File: src/rtl/exu_result_stage.sv
// Execute-stage result register: W-op sign extension, branch redirect, 2-entry EX/MEM skid buffer.
// Optional EXU_PERF_CNT_EN adds taken-branch and downstream-stall counters.
module exu_result_stage #(
    parameter int XLEN   = 64,
    parameter int REG_AW = 5
) (
    input  logic              clk,
    input  logic              rst,
    input  logic              flush_i,
    input  logic              in_valid_i,
    output logic              in_ready_o,
    input  logic [XLEN-1:0]   pc_i,
    input  logic [XLEN-1:0]   alu_out_i,
    input  logic              compare_out_i,
    input  logic              is_word_i,
    input  logic              is_branch_i,
    input  logic [XLEN-1:0]   br_target_i,
    input  logic [REG_AW-1:0] rd_addr_i,
    input  logic              rd_wen_i,
    output logic              out_valid_o,
    input  logic              out_ready_i,
    output logic [XLEN-1:0]   out_pc_o,
    output logic [XLEN-1:0]   out_result_o,
    output logic [REG_AW-1:0] out_rd_addr_o,
    output logic              out_rd_wen_o,
`ifdef EXU_PERF_CNT_EN
    output logic [63:0]       perf_br_taken_o,
    output logic [63:0]       perf_stall_o,
`endif
    output logic              redirect_valid_o,
    output logic [XLEN-1:0]   redirect_pc_o
);

    logic              r_main_valid;
    logic [XLEN-1:0]   r_main_pc;
    logic [XLEN-1:0]   r_main_result;
    logic [REG_AW-1:0] r_main_rd;
    logic              r_main_wen;

    logic              r_skid_valid;
    logic [XLEN-1:0]   r_skid_pc;
    logic [XLEN-1:0]   r_skid_result;
    logic [REG_AW-1:0] r_skid_rd;
    logic              r_skid_wen;

    logic              r_redir_valid;
    logic [XLEN-1:0]   r_redir_pc;

    logic [XLEN-1:0]   w_result;
    logic              w_wen;
    logic              w_accept;
    logic              w_drain;
    logic              w_taken;

    assign w_result = is_word_i ? {{(XLEN-32){alu_out_i[31]}}, alu_out_i[31:0]}
                                : alu_out_i;
    assign w_wen    = rd_wen_i & ~is_branch_i & (rd_addr_i != '0);
    assign w_accept = in_valid_i & ~r_skid_valid & ~flush_i;
    assign w_drain  = r_main_valid & out_ready_i;
    assign w_taken  = w_accept & is_branch_i & compare_out_i;

    // Ready comes only from SKID occupancy so it never sees out_ready_i.
    assign in_ready_o       = ~r_skid_valid;
    assign out_valid_o      = r_main_valid;
    assign out_pc_o         = r_main_pc;
    assign out_result_o     = r_main_result;
    assign out_rd_addr_o    = r_main_rd;
    assign out_rd_wen_o     = r_main_wen;
    assign redirect_valid_o = r_redir_valid;
    assign redirect_pc_o    = r_redir_pc;

    always_ff @(posedge clk or posedge rst) begin
        if (rst) begin
            r_main_valid  <= 1'b0;
            r_main_pc     <= '0;
            r_main_result <= '0;
            r_main_rd     <= '0;
            r_main_wen    <= 1'b0;
            r_skid_valid  <= 1'b0;
            r_skid_pc     <= '0;
            r_skid_result <= '0;
            r_skid_rd     <= '0;
            r_skid_wen    <= 1'b0;
        end else if (flush_i) begin
            r_main_valid <= 1'b0;
            r_skid_valid <= 1'b0;
        end else if (!r_main_valid || w_drain) begin
            if (r_skid_valid) begin
                r_main_valid  <= 1'b1;
                r_main_pc     <= r_skid_pc;
                r_main_result <= r_skid_result;
                r_main_rd     <= r_skid_rd;
                r_main_wen    <= r_skid_wen;
                r_skid_valid  <= 1'b0;
            end else if (w_accept) begin
                r_main_valid  <= 1'b1;
                r_main_pc     <= pc_i;
                r_main_result <= w_result;
                r_main_rd     <= rd_addr_i;
                r_main_wen    <= w_wen;
            end else begin
                r_main_valid <= 1'b0;
            end
        end else if (w_accept) begin
            r_skid_valid  <= 1'b1;
            r_skid_pc     <= pc_i;
            r_skid_result <= w_result;
            r_skid_rd     <= rd_addr_i;
            r_skid_wen    <= w_wen;
        end
    end

    always_ff @(posedge clk or posedge rst) begin
        if (rst) begin
            r_redir_valid <= 1'b0;
            r_redir_pc    <= '0;
        end else begin
            r_redir_valid <= w_taken;
            if (w_taken) begin
                r_redir_pc <= br_target_i;
            end
        end
    end

`ifdef EXU_PERF_CNT_EN
    logic [63:0] r_perf_br;
    logic [63:0] r_perf_stall;

    always_ff @(posedge clk or posedge rst) begin
        if (rst) begin
            r_perf_br    <= '0;
            r_perf_stall <= '0;
        end else begin
            if (r_redir_valid) begin
                r_perf_br <= r_perf_br + 64'd1;
            end
            if (r_main_valid && !out_ready_i) begin
                r_perf_stall <= r_perf_stall + 64'd1;
            end
        end
    end

    assign perf_br_taken_o = r_perf_br;
    assign perf_stall_o    = r_perf_stall;
`endif

endmodule

File: config.mk
export PLATFORM = sky130hd
export DESIGN_NAME = exu_result_stage
export DESIGN_NICKNAME = d
export VERILOG_FILES = /design/src/rtl/exu_result_stage.sv
export SDC_FILE = /design/constraint.sdc
export NUM_CORES = 1
export LEC_CHECK = 0
export CORE_MARGIN = 2
export CORE_UTILIZATION = 40
export DETAILED_ROUTE_END_ITERATION = 8
export HOLD_SLACK_MARGIN = 0.08
export MAX_ROUTING_LAYER = met4
export PLACE_DENSITY = 0.69
export REMOVE_ABC_BUFFERS = 1
export SLEW_MARGIN = 5
export SYNTH_ARGS = -nofsm -noshare
export SYNTH_HDL_FRONTEND = slang
export SYNTH_SLANG_ARGS = --single-unit
File: constraint.sdc
create_clock -name clk -period 35.9 [get_ports clk]
set_input_delay 7.18 -clock clk [delete_from_list [all_inputs] [get_ports clk]]
set_output_delay 7.18 -clock clk [all_outputs]
set_load 0.03 [all_outputs]
==> Word-level counts from Yosys, hierarchy flattened <==
Cells that the tools add are included.
{ "word_totals": {"register_bits": 335, "input_bits": 206, "output_inout_bits": 201} }
{ "classes": {"mux": 16, "bitwise_logic": 11, "n_reduce_logical": 8} }
{ "ops": {"columns": ["op", "n"], "rows": [
  ["64-bit two-way mux", 5],
  ["5-bit two-way mux", 2],
  ["1-bit two-way mux", 9],
  ["1-bit AND", 7],
  ["3-bit AND reduction", 2],
  ["5-bit nonzero test", 1],
  ["1-bit inverter", 4],
  ["2-bit nonzero test", 2],
  ["3-bit nonzero test", 1],
  ["1-bit logical NOT", 1],
  ["1-bit logical OR", 1]
]} }

==> Logic depth before layout (Yosys ltp) <==
Gate-level depths: netlist of the first run.
{ "logic_depth": {"ltp_word": 7, "depth_mapped": 7, "ltp_nobuf": 3} }

==> Worst setup path after synthesis of the first run <==
No wires, ideal clock.
{ "synth_path": {"kind": "input -> register", "from": "input port is_word_i", "to": "register r_main_result[37] (netlist: out_result_o[37])", "setup_time_ns": 0.128, "arrival_ns": 8.232, "setup_slack_ns": 27.541, "stages": 5, "n_path_buf": 2, "cell_sequence": "clkbuf_1 > buf_2 > mux2i_1 > o21ai_0 > mux2_1"} }
{ "synth_between": {"elab_chain_len": 3} }
{ "synth_rtl": {"columns": ["item", "line_no", "rtl"], "rows": [
  ["start: declaration", "15", "input logic is_word_i,"],
  ["64-bit two-way mux", "55", "assign w_result = is_word_i ? {{(XLEN-32){alu_out_i[31]}}, alu_out_i[31:0]}"],
  ["64-bit two-way mux", "95", "end else if (w_accept) begin"],
  ["64-bit two-way mux", "88", "if (r_skid_valid) begin"],
  ["end signal: assignment", "91", "r_main_result <= r_skid_result;"],
  ["end signal: assignment", "98", "r_main_result <= w_result;"],
  ["end: declaration", "36", "logic [XLEN-1:0] r_main_result;"]
]} }
Every way passes these cells. The select of a mux whose other input is x is not followed.
A chain may end at the register's enable or synchronous reset.

==> Worst setup path after layout of the first run <==
{ "layout_path": {"from": "input port out_ready_i", "to": "register r_main_pc[12] (netlist: out_pc_o[12])"} }
{ "layout_between": {"elab_chain_len": 3} }
{ "layout_rtl": {"columns": ["item", "line_no", "rtl"], "rows": [
  ["start: declaration", "21", "input logic out_ready_i,"],
  ["1-bit AND", "59", "assign w_drain = r_main_valid & out_ready_i;"],
  ["1-bit logical OR", "87", "end else if (!r_main_valid || w_drain) begin"],
  ["3-bit AND reduction (no source line)", null, null],
  ["end signal: assignment", "90", "r_main_pc <= r_skid_pc;"],
  ["end signal: assignment", "97", "r_main_pc <= pc_i;"],
  ["end: declaration", "35", "logic [XLEN-1:0] r_main_pc;"]
]} }
Every way passes these cells.

==> out/qor.yml, run 1 <==
maxCapViolations: 0
place_inst: 1792
cts_resized: 0
ys_types: 26
tightestPinTransition_ps: 1027
crit_arrival_ps: 10450
maxSlewHeadroom: 0.3154
grt_pass1_vias: 9762
seq_area_frac_synth: 0.5813
p_leak_uw: 0.008252
required_ps: 36300
drtPass1Iterations: 5
final_max_slew_viol_count: 0
async_flop_share: 1.000
layout.area.seq_um2: 8387
synth_cells: 986
nFillCells: 2968
fin_skew_ps: 19.60
drc: 0
ant_nets: 0
yosys_warnings: 0
ir_drop_v: 0.00003986
synth.most_common_cell: "dfrtp_1"
worst_path_most_repeated_cell: "buf_4"
rows: 69
slowest_stage: "buf_4"
final-setup-viol-count: 0
rsz0062_at_grt: "no"
start_kind: "primary input"
max_stage_delay_ps: 880
gp_congestion: 0.7607
start_util: 0.4054
io_buffers: 406
top_layer_used: "met4"
root_buffer: "clkbuf_16"
grt-ovfl-total: 0
instances_no_fill: 1859
htreeDepth: 2
insertion_delay_ps: 520
dieArea_um2: 37590
ios: 407
period_minus_slack_ps: 10050
viasPerCell: 4.982
antenna_found_initial: 0
p_per_area_nw_per_um2: 60.57
crit_type: "in2reg"
grt_max_degree: 145
status: "completed"
grt_use_total: 0.1901
synth_flop_cell: "dfrtp_1"
max_freq_mhz: 99.54
hold_viol: 0
wl_met2_um: 16230
ys_seq_elements: 335
worstSetupEndpointType: "register"
fin_setup_tns_ps: 0
hpwl_um: 23680
syn2layout_area_growth_pct: 38.26
core-area_um2: 35570
drt_wl_total_um: 34960
first_iter_violations: 360
synth.area.top_cells: "dfrtp_1, mux2_2, mux2_1"
antennaDiodeCount: 0
cts_buffers: 38
die_x_um: 193.9
via_count: 9262
wl_per_cell_um: 18.81
fin_crit_sh: 0.2798
synth_top_area_frac: 0.5813
die_h_um: 193.9
hold_path_class: "reg2reg"
met3_length_um: 2621
cts_buffer_depth: 3
netlist_area_um2: 14420
multi_input_area_um2: 5598
synthTopCellsByCount: "dfrtp_1, mux2_2, mux2_1"
synth_edf_count: 0
grt_pass1_wl_um: 55610
worstPathCellList: "clkdlybuf4s50_1, nor2b_4, buf_4, nor3_4, buf_4, buf_4, mux2_2"
cts_setup_buffers: 0
finalNetCount: 1577
synth_area_per_cell_um2: 14.62
cts_hold_buf: 0
cts_tree: "yes"
clkTransAtPathRegs_ps: 60
crit_fanout: 69
wl_met1_um: 15360
drive_gt1_frac: 0.2396
synth_top_area_cell: "dfrtp_1"
cts_sinks: 335
## area by class of cell
cell class,instances,share of cell area
multi-input combinational,575,0.2808
inverter,3,0.0009413
tap,461,0.02893
clock buffer,60,0.05842
sequential,335,0.4206
clock inverter,7,0.002196
timing repair buffer,418,0.2081
## metrics by stage
step	power (uW)	hold slack [ps]	util	setup WS [ps]	cell area, um^2
floorplan	690.9	458.9	-	19440	13970
global placement	837.0	466.7	0.5266	25300	18730
detailed placement	845.1	473.7	0.5266	25290	18730
CTS	1226	486.7	0.5605	25850	19940
global route	1267	493.8	0.5605	25680	19940
finish	1208	484.2	0.5605	25850	19940
## cells by family (layout without fill, tap and decap cells)
group,after synthesis,after routing,share of synthesized area
mux,432,432,0.3345
compound gates,101,101,0.03853
simple gates,42,42,0.01380
flops,335,335,0.5813
buf+inv,76,488,0.03184
## cell usage in the layout, fill, tap and decap left out, types with 2 or more instances in the layout
cell type | netlist | layout
a21oi_1 | 33 | 33
a31oi_1 | 32 | 32
buf_4 | 10 | 12
clkbuf_1 | 16 | 10
clkbuf_16 | 0 | 39
clkbuf_8 | 0 | 11
clkdlybuf4s50_1 | 0 | 405
clkinv_2 | 0 | 4
clkinvlp_4 | 0 | 2
dfrtp_1 | 335 | 334
inv_1 | 3 | 2
mux2_1 | 142 | 142
mux2_2 | 257 | 257
mux2i_1 | 33 | 33
nand2_1 | 33 | 32
o21ai_0 | 33 | 33
## registers in the layout (all words and copies together) (netlist names)
register and count:
out_pc_o 64, out_rd_addr_o 5, out_rd_wen_o 1, out_result_o 64, out_valid_o 1, r_skid_pc 64
r_skid_rd 5, r_skid_result 64, r_skid_valid 1, r_skid_wen 1, redirect_pc_o 64, redirect_valid_o 1
## metal layers
metal	GRT usage	vias to the layer above
li1	-	4304
met1	0.2459	4640
met2	0.2909	264
met3	0.05879	54
met4	0.05079	0
met5	-	-
## final timing paths
path                                        start                 to  slack [ps]  cells after the start
min in group asynchronous                     rst  redirect_pc_o[60]        7250                      2
max in group asynchronous                     rst       r_skid_valid       26220                      4
worst max register to register       r_skid_valid       out_pc_o[12]       32050                      6
worst max-delay path                  out_ready_i       out_pc_o[12]       25850                      7
worst min register to register  redirect_pc_o[32]  redirect_pc_o[32]         480                      1
worst min-delay path            redirect_pc_o[32]  redirect_pc_o[32]         480                      1
## where the power goes
part	switching, uW	internal (uW)	leakage (uW)
clock network	150	222	0.000592
logic	170	159	0.00366
registers	43.8	463	0.00399
total	363	845	0.00825
## critical path: cells and delay by family
kind / cells / cell delay, ps
simple gates: 2 / 290
buf+inv: 4 / 2410
mux: 1 / 420
No activity file was read; power rests on OpenSTA's default activity.
==> run 2, diff against run 1 <==
==> constraint.sdc (replaced) <==
create_clock -name clk -period 9.9 [get_ports clk]
set_input_delay 1.98 -clock clk [delete_from_list [all_inputs] [get_ports clk]]
set_output_delay 1.98 -clock clk [all_outputs]
set_load 0.03 [all_outputs]
==> run 2 against run 1 <==
Against the previous run: die area unchanged; first-iteration DRC count up 0.56%; count of clock-buffer cells in the layout down 1; critical path depth unchanged; setup slack worse by 21000 ps; design area about the same; combinational power rose to 3.6 times the previous value; cell count unchanged; power rose to 3.6 times the previous value; clock power rose to 3.6 times the previous value; worst hold slack worse by 1.3 ps; register-to-register slack worse by 26000 ps; critical path type unchanged.
==> out/qor.yml, run 2 (synthesized netlist as in run 1, its figures left out) <==
max_stage_delay_ps: 850
required_ps: 10310
power_frac_clock: 0.306
drive_gt1_frac: 0.2385
gp_congestion: 0.7714
place_inst: 1791
switching_power_uw: 1319
crit_fanout: 68
fin_area_um2: 19930
grt_max_degree: 178
cts_setup_buffers: 0
ir_drop_v: 0.0001567
dieArea_um2: 37590
viasPerCell: 5.015
die_x_um: 193.9
root_buffer: "clkbuf_16"
reg2reg_slack_ps: 6490
syn2layout_area_growth_pct: 38.22
r2r_start: "out_valid_o"
grt_pass1_wl_um: 56710
worst_path_most_repeated_cell: "buf_4"
maxCapViolations: 0
finalNetCount: 1576
start_util: 0.4054
fin_crit_sh: 0.4959
nFillCells: 3000
min-delay-start: "r_skid_pc[21]"
htreeDepth: 2
instances_no_fill: 1859
die_h_um: 193.9
hpwl_um: 23800
cts_hold_buf: 0
layout.area.seq_um2: 8387
r2r-end: "out_rd_addr_o[3]"
rsz0062_at_grt: "no"
cts_tree: "yes"
first_iter_violations: 362
worstPathCellList: "clkdlybuf4s50_1, nor2b_4, buf_4, nor3_4, buf_4, buf_4, mux2_2"
p_leak_uw: 0.008248
wl_per_cell_um: 19.06
ios: 407
status: "completed"
grt-ovfl-total: 0
seqPwrFrac: 0.420
final_common_cell: "clkdlybuf4s50_1"
mostFrequentLayoutCells: "clkdlybuf4s50_1, dfrtp_1, mux2_2"
crit_arrival_ps: 5320
via_count: 9322
clkTransAtPathRegs_ps: 60
slowest_stage: "buf_4"
io_buffers: 406
drt_wl_total_um: 35430
final_max_slew_viol_count: 0
p_per_area_nw_per_um2: 219.4
insertion_delay_ps: 540
cts_buffers: 38
hold_depth: 1
grt_pass1_vias: 9908
hold_path_class: "reg2reg"
internal-power_uw: 3054
start_kind: "primary input"
drtPass1Iterations: 4
worstSetupEndpointType: "register"
cts_buffer_depth: 3
crit_type: "in2reg"
multi_input_area_um2: 5598
tightestPinTransition_ps: 992.4
maxSlewHeadroom: 0.3384
fin_skew_ps: 13.17
cts_resized: 0
rows: 69
ant_nets: 0
antenna_found_initial: 2
whs_endpoint: "r_skid_pc[21]"
placed_cell_area_um2: 18730
hold_ws_ps: 482.9
drc: 0
swShare: 0.3016
final-setup-viol-count: 0
max_freq_mhz: 203.7
fin_setup_tns_ps: 0
cts_sinks: 335
combinationalPowerShare: 0.273
hold_viol: 0
core-area_um2: 35570
grt_use_total: 0.1957
ff2ff_path_depth: 6
period_minus_slack_ps: 4909
-- run 2: cell types whose count changed in the layout (fill, tap and decap cells not counted) --
cell / previous run / this run
clkbuf_8: 11 / 10
clkinvlp_4: 2 / 1
diode_2: 0 / 2
buf_4: 12 / 10
clkinv_2: 4 / 5
buf_12: 0 / 1
-- run 2: how the worst max path moves through the flow --
| stage | from | endpoint | slack, ps |
|---|---|---|---|
| floorplan | rst | out_pc_o[0] | -1360 |
| global placement | out_ready_i | out_rd_addr_o[3] | 4430 |
| detailed placement | out_ready_i | out_rd_addr_o[0] | 4460 |
| CTS | out_ready_i | out_rd_addr_o[0] | 5010 |
| global route | out_ready_i | out_rd_addr_o[3] | 4800 |
| finish | out_ready_i | out_rd_addr_o[3] | 4990 |
-- run 2: power by group through the flow --
| stage | combinational [uW] | sequential [uW] | clock (uW) |
|---|---|---|---|
| finish | 1190 | 1840 | 1340 |
| global placement | 1190 | 1850 | 0 |
| global route | 1270 | 1880 | 1440 |
| detailed placement | 1210 | 1860 | 0 |
| floorplan | 340 | 2170 | 0 |
| CTS | 1210 | 1840 | 1380 |
-- run 2: layer usage --
layer	vias to the layer above	global-route usage	share of wire	wire length [um]
li1	4324	-	-	-
met5	-	-	0	0
met3	52	0.06210	0.076	2680
met2	260	0.3004	0.47	16570
met1	4686	0.2468	0.44	15410
met4	0	0.06397	0.021	757
-- run 2: final cells by class --
type,count,area share
Clock buffer,59,0.05775
Inverter,3,0.0009416
Timing Repair Buffer,417,0.2084
Sequential cell,335,0.4208
Multi-Input combinational cell,575,0.2809
Clock inverter,7,0.002072
Tap cell,461,0.02894
Antenna cell,2,0.0002511
-- run 2: per-stage QoR --
stage / power (uW) / setup slack (ps) / util
floorplan: 2505 / -1362 / -
global placement: 3034 / 4430 / 0.5267
detailed placement: 3067 / 4459 / 0.5267
CTS: 4434 / 5007 / 0.5602
global route: 4588 / 4795 / 0.5604
finish: 4373 / 4991 / 0.5604
-- run 2: critical path: cells and delay by family --
kind                   cells  cell delay, ps
multiplexers               1             420
buffers and inverters      4            2440
AND/OR/NAND/NOR            2             280
==> run 3, diff against run 2 <==
==> constraint.sdc (replaced) <==
create_clock -name clk -period 5.1 [get_ports clk]
set_input_delay 1.02 -clock clk [delete_from_list [all_inputs] [get_ports clk]]
set_output_delay 1.02 -clock clk [all_outputs]
set_load 0.03 [all_outputs]
==> run 3 against run 2 <==
Against the previous run: global-route usage barely moved; die area did not move; largest cell class unchanged; first-iteration DRC count down 0.55%; cell count grew 0.32%; critical path depth decreased by 5; routed wire length increased by 0.73%; via count grew 0.88%.
==> out/qor.yml, run 3 (synthesized netlist as in run 1, its figures left out) <==
cts_resized: 0
crit_fanout: 24
syn2layout_area_growth_pct: 39.22
drt_wl_total_um: 35680
status: "completed"
grt-ovfl-total: 0
mostFrequentLayoutCells: "clkdlybuf4s50_1, dfrtp_1, mux2_2"
wl_per_cell_um: 19.13
worstSetupEndpointType: "output port"
fin_crit_sh: 0.5956
fin_skew_ps: 17.26
start_util: 0.4054
die_h_um: 193.9
insertion_delay_ps: 540
rsz0062_at_grt: "no"
postLayoutSetupSlackWorst_ps: 2063
dieArea_um2: 37590
p_per_area_nw_per_um2: 428.3
required_ps: 4080
grt_pass1_vias: 9780
max_freq_mhz: 329.2
ff2ff_path_depth: 5
ir_drop_v: 0.0003378
tightestPinTransition_ps: 1008
ant_nets: 0
drc: 0
io_buffers: 406
ios: 407
crit_arrival_ps: 2020
maxSlewHeadroom: 0.3282
grt_max_degree: 116
viasPerCell: 5.042
gp_congestion: 0.7872
hold_viol: 0
root_buffer: "clkbuf_16"
clkTransAtPathRegs_ps: 60
hold_ws_ps: 482.1
maxCapViolations: 0
start_kind: "register"
via_count: 9404
htreeDepth: 2
period_minus_slack_ps: 3037
final_common_cell: "clkdlybuf4s50_1"
antenna_found_initial: 1
grt_use_total: 0.1961
die_x_um: 193.9
finalNetCount: 1583
cts_setup_buffers: 0
cts_sinks: 335
preCtsSetupSlack_ps: 1706
hold_depth: 1
core-area_um2: 35570
cts_hold_buf: 0
crit_type: "reg2out"
cts_buffers: 39
grt_pass1_wl_um: 56660
drive_gt1_frac: 0.2452
final-setup-viol-count: 0
p_leak_uw: 0.008322
drtPass1Iterations: 4
utilization: 0.5644
cts_buffer_depth: 3
first_iter_violations: 360
final_max_slew_viol_count: 0
hold_path_class: "reg2reg"
hpwl_um: 24150
cts_tree: "yes"
rows: 69
run 3: metrics by stage:
step                TNS [ps]  cells  cell area, um^2  total power [uW]
floorplan           -2477860    913            13970              4863
global placement           0   1797            18830              5894
detailed placement         0   1797            18830              5959
CTS                        0   1864            20070              8736
global route               0   1865            20080              9023
finish                     0   1865            20080              8598
run 3: cell type report:
class / instances / area, um^2
inverter: 3 / 18.77
antenna: 1 / 2.502
clock inverter: 13 / 121.4
timing repair buffer: 423 / 4249
fill: 2968 / 15490
tap: 461 / 576.8
sequential: 335 / 8387
multi-input combinational: 575 / 5598
clock buffer: 54 / 1122
run 3: routing by layer:
layer,track usage,wire length [um],up-vias
li1,-,-,4330
met1,0.2488,15320,4766
met2,0.3056,17170,255
met3,0.05618,2455,53
met4,0.06033,739,0
met5,-,0,-
run 3: worst paths after layout:
path	start	end	slack, ps
max in group asynchronous	rst	out_pc_o[2]	3050
worst min register to register	out_result_o[39]	out_result_o[39]	480
worst max register to register	r_skid_valid	out_pc_o[34]	2270
worst min-delay path	out_result_o[39]	out_result_o[39]	480
min in group asynchronous	rst	redirect_pc_o[51]	1040
worst max-delay path	r_skid_valid	in_ready_o	2060
run 3: worst max-delay path, stage by stage, from the launching register on:
cell	delay [ps]
dfrtp_4	600
inv_1	150
clkdlybuf4s50_1	720
run 3: report_power, final:
group | internal (uW) | total, uW | switching [uW]
logic | 1130 | 2330 | 1200
clock network | 1630 | 2710 | 1080
registers | 3260 | 3560 | 304
total | 6020 | 8600 | 2580
